==> config.mk <==
export PLATFORM = sky130hd
export DESIGN_NAME = dht11_host_ctrl_flat
export DESIGN_NICKNAME = d
export VERILOG_FILES = /design/src/rtl/dht11_host_ctrl_if.sv /design/src/rtl/dht11_host_ctrl.sv /design/src/flat_wrapper.sv
export SDC_FILE = /design/constraint.sdc
export NUM_CORES = 1
export LEC_CHECK = 0
export CORE_MARGIN = 2
export CORE_UTILIZATION = 42
export CTS_BUF_LIST = sky130_fd_sc_hd__clkbuf_16
export CTS_CLUSTER_DIAMETER = 120
export DETAILED_ROUTE_END_ITERATION = 16
export PLACE_DENSITY = 0.65
export RECOVER_POWER = 100
export SYNTH_ARGS = -nofsm -noshare
export SYNTH_HDL_FRONTEND = slang
export SYNTH_SLANG_ARGS = --single-unit
==> constraint.sdc <==
create_clock -name clk -period 12.01 [get_ports clk]
set_input_delay 2.402 -clock clk [delete_from_list [all_inputs] [get_ports clk]]
set_output_delay 2.402 -clock clk [all_outputs]
set_load 0.01 [all_outputs]
==> src/rtl/dht11_host_ctrl_if.sv <==
// DHT11 host controller bus bundle: request handshake, raw bus level,
// open-drain enable and decoded result bytes.
interface dht11_host_ctrl_if;
  logic       start;
  logic       data_i;
  logic       data_oe;
  logic       busy;
  logic       done;
  logic       err;
  logic [1:0] err_code;
  logic [7:0] hum_int;
  logic [7:0] hum_dec;
  logic [7:0] temp_int;
  logic [7:0] temp_dec;

  modport master (
    output start, data_i,
    input  data_oe, busy, done, err, err_code,
    input  hum_int, hum_dec, temp_int, temp_dec
  );

  modport slave (
    input  start, data_i,
    output data_oe, busy, done, err, err_code,
    output hum_int, hum_dec, temp_int, temp_dec
  );
endinterface

==> src/rtl/dht11_host_ctrl.sv <==
// Single-wire DHT11 host: start request, response preamble check,
// 40-bit pulse-width decode, checksum verify and cooldown.
module dht11_host_ctrl #(
  parameter int unsigned REQ_LOW_CYC   = 180,
  parameter int unsigned RESP_WAIT_CYC = 600,
  parameter int unsigned TIMEOUT_CYC   = 1000,
  parameter int unsigned BIT_THRESH    = 470,
  parameter int unsigned COOLDOWN_CYC  = 2000,
  parameter int unsigned CNT_W         = 16
) (
  input  logic             clk,
  input  logic             rst_n,
  dht11_host_ctrl_if.slave bus
);

  typedef enum logic [3:0] {
    S_IDLE,
    S_REQ_LOW,
    S_REQ_REL,
    S_RESP_LOW,
    S_RESP_HIGH,
    S_BIT_LOW,
    S_BIT_HIGH,
    S_CHECK,
    S_COOL
  } state_e;

  localparam logic [CNT_W-1:0] REQ_END  = CNT_W'(REQ_LOW_CYC - 1);
  localparam logic [CNT_W-1:0] RESP_END = CNT_W'(RESP_WAIT_CYC - 1);
  localparam logic [CNT_W-1:0] TMO_END  = CNT_W'(TIMEOUT_CYC - 1);
  localparam logic [CNT_W-1:0] COOL_END = CNT_W'(COOLDOWN_CYC - 1);
  localparam logic [CNT_W-1:0] THRESH   = CNT_W'(BIT_THRESH);

  state_e           state_q, state_d;
  logic [CNT_W-1:0] cnt_q, cnt_d;
  logic [5:0]       bit_idx_q, bit_idx_d;
  logic [39:0]      sh_q, sh_d;
  logic [31:0]      bytes_q, bytes_d;
  logic [1:0]       code_q, code_d;
  logic             done_q, done_d;
  logic             err_q, err_d;
  logic             s1_q, s2_q, prev_q;

  logic       rise, fall, tmo, sum_ok;
  logic [7:0] sum;

  assign rise   = s2_q & ~prev_q;
  assign fall   = ~s2_q & prev_q;
  assign tmo    = (cnt_q == TMO_END);
  assign sum    = sh_q[39:32] + sh_q[31:24] + sh_q[23:16] + sh_q[15:8];
  assign sum_ok = (sum == sh_q[7:0]);

  // Sync flops reset high so an idle pulled-up bus shows no edge.
  always_ff @(posedge clk or negedge rst_n) begin
    if (!rst_n) begin
      state_q   <= S_IDLE;
      cnt_q     <= '0;
      bit_idx_q <= '0;
      sh_q      <= '0;
      bytes_q   <= '0;
      code_q    <= '0;
      done_q    <= 1'b0;
      err_q     <= 1'b0;
      s1_q      <= 1'b1;
      s2_q      <= 1'b1;
      prev_q    <= 1'b1;
    end else begin
      state_q   <= state_d;
      cnt_q     <= cnt_d;
      bit_idx_q <= bit_idx_d;
      sh_q      <= sh_d;
      bytes_q   <= bytes_d;
      code_q    <= code_d;
      done_q    <= done_d;
      err_q     <= err_d;
      s1_q      <= bus.data_i;
      s2_q      <= s1_q;
      prev_q    <= s2_q;
    end
  end

  always_comb begin
    state_d = state_q;
    case (state_q)
      S_IDLE:      if (bus.start) state_d = S_REQ_LOW;
      S_REQ_LOW:   if (cnt_q == REQ_END) state_d = S_REQ_REL;
      S_REQ_REL: begin
        if (fall) state_d = S_RESP_LOW;
        else if (cnt_q == RESP_END) state_d = S_COOL;
      end
      S_RESP_LOW: begin
        if (rise) state_d = S_RESP_HIGH;
        else if (tmo) state_d = S_COOL;
      end
      S_RESP_HIGH: begin
        if (fall) state_d = S_BIT_LOW;
        else if (tmo) state_d = S_COOL;
      end
      S_BIT_LOW: begin
        if (rise) state_d = S_BIT_HIGH;
        else if (tmo) state_d = S_COOL;
      end
      S_BIT_HIGH: begin
        if (fall) state_d = (bit_idx_q == 6'd39) ? S_CHECK : S_BIT_LOW;
        else if (tmo) state_d = S_COOL;
      end
      S_CHECK:     state_d = S_COOL;
      S_COOL:      if (cnt_q == COOL_END) state_d = S_IDLE;
      default:     state_d = S_IDLE;
    endcase
  end

  always_comb begin
    cnt_d     = '0;
    bit_idx_d = bit_idx_q;
    sh_d      = sh_q;
    bytes_d   = bytes_q;
    code_d    = code_q;
    done_d    = 1'b0;
    err_d     = 1'b0;
    if (state_d == state_q && state_q != S_IDLE) cnt_d = cnt_q + CNT_W'(1);
    // Any jump to cooldown from a bus phase is a failure of that phase.
    if (state_d == S_COOL && state_q != S_CHECK && state_q != S_COOL) begin
      err_d  = 1'b1;
      code_d = (state_q == S_REQ_REL) ? 2'd1 : 2'd2;
    end
    case (state_q)
      S_IDLE:      if (bus.start) code_d = 2'd0;
      S_RESP_HIGH: if (fall) bit_idx_d = '0;
      S_BIT_HIGH: begin
        if (fall) begin
          sh_d      = {sh_q[38:0], (cnt_q > THRESH)};
          bit_idx_d = bit_idx_q + 6'd1;
        end
      end
      S_CHECK: begin
        if (sum_ok) begin
          bytes_d = sh_q[39:8];
          done_d  = 1'b1;
        end else begin
          err_d  = 1'b1;
          code_d = 2'd3;
        end
      end
      default: ;
    endcase
  end

  assign bus.data_oe  = (state_q == S_REQ_LOW);
  assign bus.busy     = (state_q != S_IDLE);
  assign bus.done     = done_q;
  assign bus.err      = err_q;
  assign bus.err_code = code_q;
  assign bus.hum_int  = bytes_q[31:24];
  assign bus.hum_dec  = bytes_q[23:16];
  assign bus.temp_int = bytes_q[15:8];
  assign bus.temp_dec = bytes_q[7:0];

endmodule

==> src/flat_wrapper.sv <==
// flat-port wrapper written by rule: the top's interface ports become plain ports
module dht11_host_ctrl_flat 
#(
  parameter int unsigned REQ_LOW_CYC   = 180,
  parameter int unsigned RESP_WAIT_CYC = 600,
  parameter int unsigned TIMEOUT_CYC   = 1000,
  parameter int unsigned BIT_THRESH    = 470,
  parameter int unsigned COOLDOWN_CYC  = 2000,
  parameter int unsigned CNT_W         = 16
)
  (clk, rst_n, bus_start, bus_data_i, bus_data_oe, bus_busy, bus_done, bus_err, bus_err_code, bus_hum_int, bus_hum_dec, bus_temp_int, bus_temp_dec);
  dht11_host_ctrl_if bus_i ();
  input  logic clk;
  input  logic rst_n;
  input wire logic [$bits(bus_i.start)-1:0] bus_start;
  input wire logic [$bits(bus_i.data_i)-1:0] bus_data_i;
  output wire logic [$bits(bus_i.data_oe)-1:0] bus_data_oe;
  output wire logic [$bits(bus_i.busy)-1:0] bus_busy;
  output wire logic [$bits(bus_i.done)-1:0] bus_done;
  output wire logic [$bits(bus_i.err)-1:0] bus_err;
  output wire logic [$bits(bus_i.err_code)-1:0] bus_err_code;
  output wire logic [$bits(bus_i.hum_int)-1:0] bus_hum_int;
  output wire logic [$bits(bus_i.hum_dec)-1:0] bus_hum_dec;
  output wire logic [$bits(bus_i.temp_int)-1:0] bus_temp_int;
  output wire logic [$bits(bus_i.temp_dec)-1:0] bus_temp_dec;
  assign bus_i.start = bus_start;
  assign bus_i.data_i = bus_data_i;
  assign bus_data_oe = bus_i.data_oe;
  assign bus_busy = bus_i.busy;
  assign bus_done = bus_i.done;
  assign bus_err = bus_i.err;
  assign bus_err_code = bus_i.err_code;
  assign bus_hum_int = bus_i.hum_int;
  assign bus_hum_dec = bus_i.hum_dec;
  assign bus_temp_int = bus_i.temp_int;
  assign bus_temp_dec = bus_i.temp_dec;
  dht11_host_ctrl #(.REQ_LOW_CYC(REQ_LOW_CYC), .RESP_WAIT_CYC(RESP_WAIT_CYC), .TIMEOUT_CYC(TIMEOUT_CYC), .BIT_THRESH(BIT_THRESH), .COOLDOWN_CYC(COOLDOWN_CYC), .CNT_W(CNT_W)) u_core (.clk(clk), .rst_n(rst_n), .bus(bus_i));
endmodule
==> results by group <==
Synth
  • Post-synth top flop: dfrtp_1
  • Seq/Total Area, Yosys: 0.5018
  • Avg Cell Area, Syn: 11.84 um2
  • Net Count, Synth: 471
  • YS warnings: 0
  • Mapped cell area: 0.005244 mm2
  • Synth Instances: 443
  • Async set-reset flop share out of synthesis: 1.000
  • Synth unique cells: 52
  • Yosys reg bits: 105
  • Number of enable flip-flop cells after synthesis: 0

Worst setup path
  • Critical R2R Launch: u_core.sh_q[9]
  • Crit path kind: input port to async pin
  • Cell depth of the worst setup path: 2
  • R2R Setup Slk: 5.20 ns
  • Crit. End Element: async pin
  • Worst reg2reg path endpoint: u_core.bytes_q[26]
  • Critical path's top delay family: buffers and inverters
  • R2r worst-path depth: 12
  • Type of origin of the critical path: input port
  • Worst path cell trace: clkbuf_1 > clkbuf_1
  • Crit Path Max Fanout: 73
  • Slowest Stage Delay on Critical Path: 2.75 ns
  • CP most frequent cell: clkbuf_1
  • Crit path DAT: 6.47 ns
  • Critical path's slowest cell: clkbuf_1
  • Buf/Inv on CP: 2
  • CP required: 11.60 ns

Layout
  • Layout cells sized above 1: 0.1833
  • Fill cells: 1091
  • N_diodes: 0
  • Final instance area: 0.006071 mm2
  • Most frequent cells in the layout: dfrtp_1, mux2_2, dlygate4sd3_1
  • Commonest non-fill, non-tap cell in the layout: dfrtp_1
  • Register area: 0.002631 mm2
  • Multi-input logic area: 0.002444 mm2
  • Post-layout net count: 503
  • Area Growth Syn to Fin: 15.77%
  • Final non-filler cell total: 648

Timing
  • Max_slew headroom: -1.531
  • Worst-margin pin slew: 3.796 ns
  • Final Skew: 0.01476 ns
  • Final setup vio count: 0
  • Fin. Hold Viols: 0
  • Worst hold slack: 0.3608 ns
  • Setup TNS Final: 0 ns
  • Fmax: 145.4 MHz
  • Slew Viols, Final: 172
  • Tcrit/Tclk final: 0.5727
  • RSZ-0062 raised after global routing: no
  • Minimum clock period: 6.878 ns

CTS
  • Clk root buf: clkbuf_16
  • CTS max path bufs: 2
  • Hold buffer count at CTS: 0
  • Post-CTS sizing: 0
  • H-tree levels: 3
  • TritonCTS clock tree: built
  • Post-CTS Setup Bufs: 0
  • Clock transition at path regs: 0.07 ns
  • Sink Count: 105
  • Latest clock arrival within the worst-skew pair: 0.36 ns
  • CTS buffer count: 9

Min path
  • Hold depth: 0
  • Hold endpoint: u_core.s2_q
  • Hold Crit Class: flop to flop
  • Hold Crit Start: u_core.s1_q

GRT
  • Largest net degree at the start of global routing: 74
  • Vias in the first global route: 3383
  • Initial antenna violation count: 0
  • GR Overflow Total: 0
  • All-Layer GR Usage: 0.1626
  • First-pass GRT wire length: 16940 um

Power
  • Leak pwr: 2.969 nW
  • Pwr dens: 110.0 mW/mm2
  • Worst VDD drop: 101.8 uV

Routing
  • Final Routed Wirelength: 9769 um
  • First-pass detailed-route iteration total: 4
  • Iter 0 DRT Violations: 171
  • Vias per cell: 5.156
  • Antenna-violating nets left: 0
  • Vias: 3341
  • Routed wire per std cell: 15.08 um
  • DRC errors left: 0

Placed design
  • Port bufs: 41
  • Placed cell area: 0.005791 mm2
  • Placed cells: 632
  • Detail Placement HPWL: 6673 um
  • Routability cong.: 0.7948

Flow run
  • Max-cap violation count: 4

Die
  • Initial core utilization: 0.4330
  • Die Span X: 115.7 um
  • Core area: 0.01211 mm2
  • Ports: 42
  • Total die area: 0.01339 mm2
  • Row cnt: 40
  • Die extent in y: 115.7 um

Status
  • Result of the run: finished with violations
  • Failing checks: capacitance limit, slew limit
cell families (layout without fill, tap and decap cells):
group,count (synthesis),after routing,share of synthesized area
simple gates,124,124,0.1219
flops,105,105,0.5018
mux,68,68,0.1455
compound gates,52,52,0.06991
buf+inv,38,75,0.03006
xor+xnor,32,32,0.05345
fa+ha+maj,24,24,0.07731
flip-flops by register name, indices dropped and copies added, names as in the netlist:
name	count
u_core.bytes_q	32
u_core.prev_q	1
u_core.bus.err_code	2
u_core.s2_q	1
u_core.state_q	4
u_core.s1_q	1
u_core.cnt_q	16
u_core.bus.done	1
u_core.sh_q	40
u_core.bit_idx_q	6
u_core.bus.err	1
power breakdown:
part | internal [mW] | switching (mW)
sequential | 0.354 | 0.000508
combinational | 0.00133 | 0.00793
clock | 0.166 | 0.138
worst max-delay path by stage:
stage / from / to
2_1_floorplan: u_core.sh_q[9] / u_core.bytes_q[10]
3_3_place_gp: u_core.sh_q[9] / u_core.bytes_q[25]
3_5_place_dp: u_core.sh_q[9] / u_core.bytes_q[15]
4_1_cts: u_core.sh_q[9] / u_core.bytes_q[26]
5_1_grt: rst_n / u_core.bytes_q[1]
6_report: rst_n / u_core.bytes_q[0]
per-layer routing:
| layer | part of all wire | GRT usage |
|---|---|---|
| met1 | 0.50 | 0.2260 |
| met2 | 0.45 | 0.2425 |
| met3 | 0.039 | 0.05439 |
| met4 | 0.014 | 0.05159 |
| met5 | 0 | 0 |
per-stage QoR:
step / setup slack [ns] / util / power [mW]
final: 5.132 / 0.5012 / 0.6679
after global routing: 3.968 / 0.5012 / 0.6959
after CTS: 7.152 / 0.5040 / 0.6795
after detailed placement: 7.197 / 0.4781 / 0.3720
after global placement: 7.282 / 0.4781 / 0.3717
after floorplan: 8.007 / - / 0.3631
final cells by class:
class                   instances  area share
clock buffers                   9     0.03710
clock inverters                 7     0.01463
inverters                      16    0.009893
multi-input cells             300      0.4025
flip-flops and latches        105      0.4334
well taps                     168     0.03462
repair buffers                 43     0.06781
Yosys cell counts (all sizes together) (5+ instances only):
master  count  area, um2
buf         6      37.53
clkbuf     16      60.06
nand3      13      65.06
nor3       25      125.1
mux2       66      743.2
a22o        5      45.04
xor2       18      157.7
nand4       5      31.28
nand2      34      127.6
nor2       19      71.32
dfrtp     102       2552
ha         10      125.1
xnor2      14      122.6
a21oi      12      71.32
inv        16      60.06
fa         14      280.3
o21ai      12      60.06
Power figures use the tool's default switching activity.
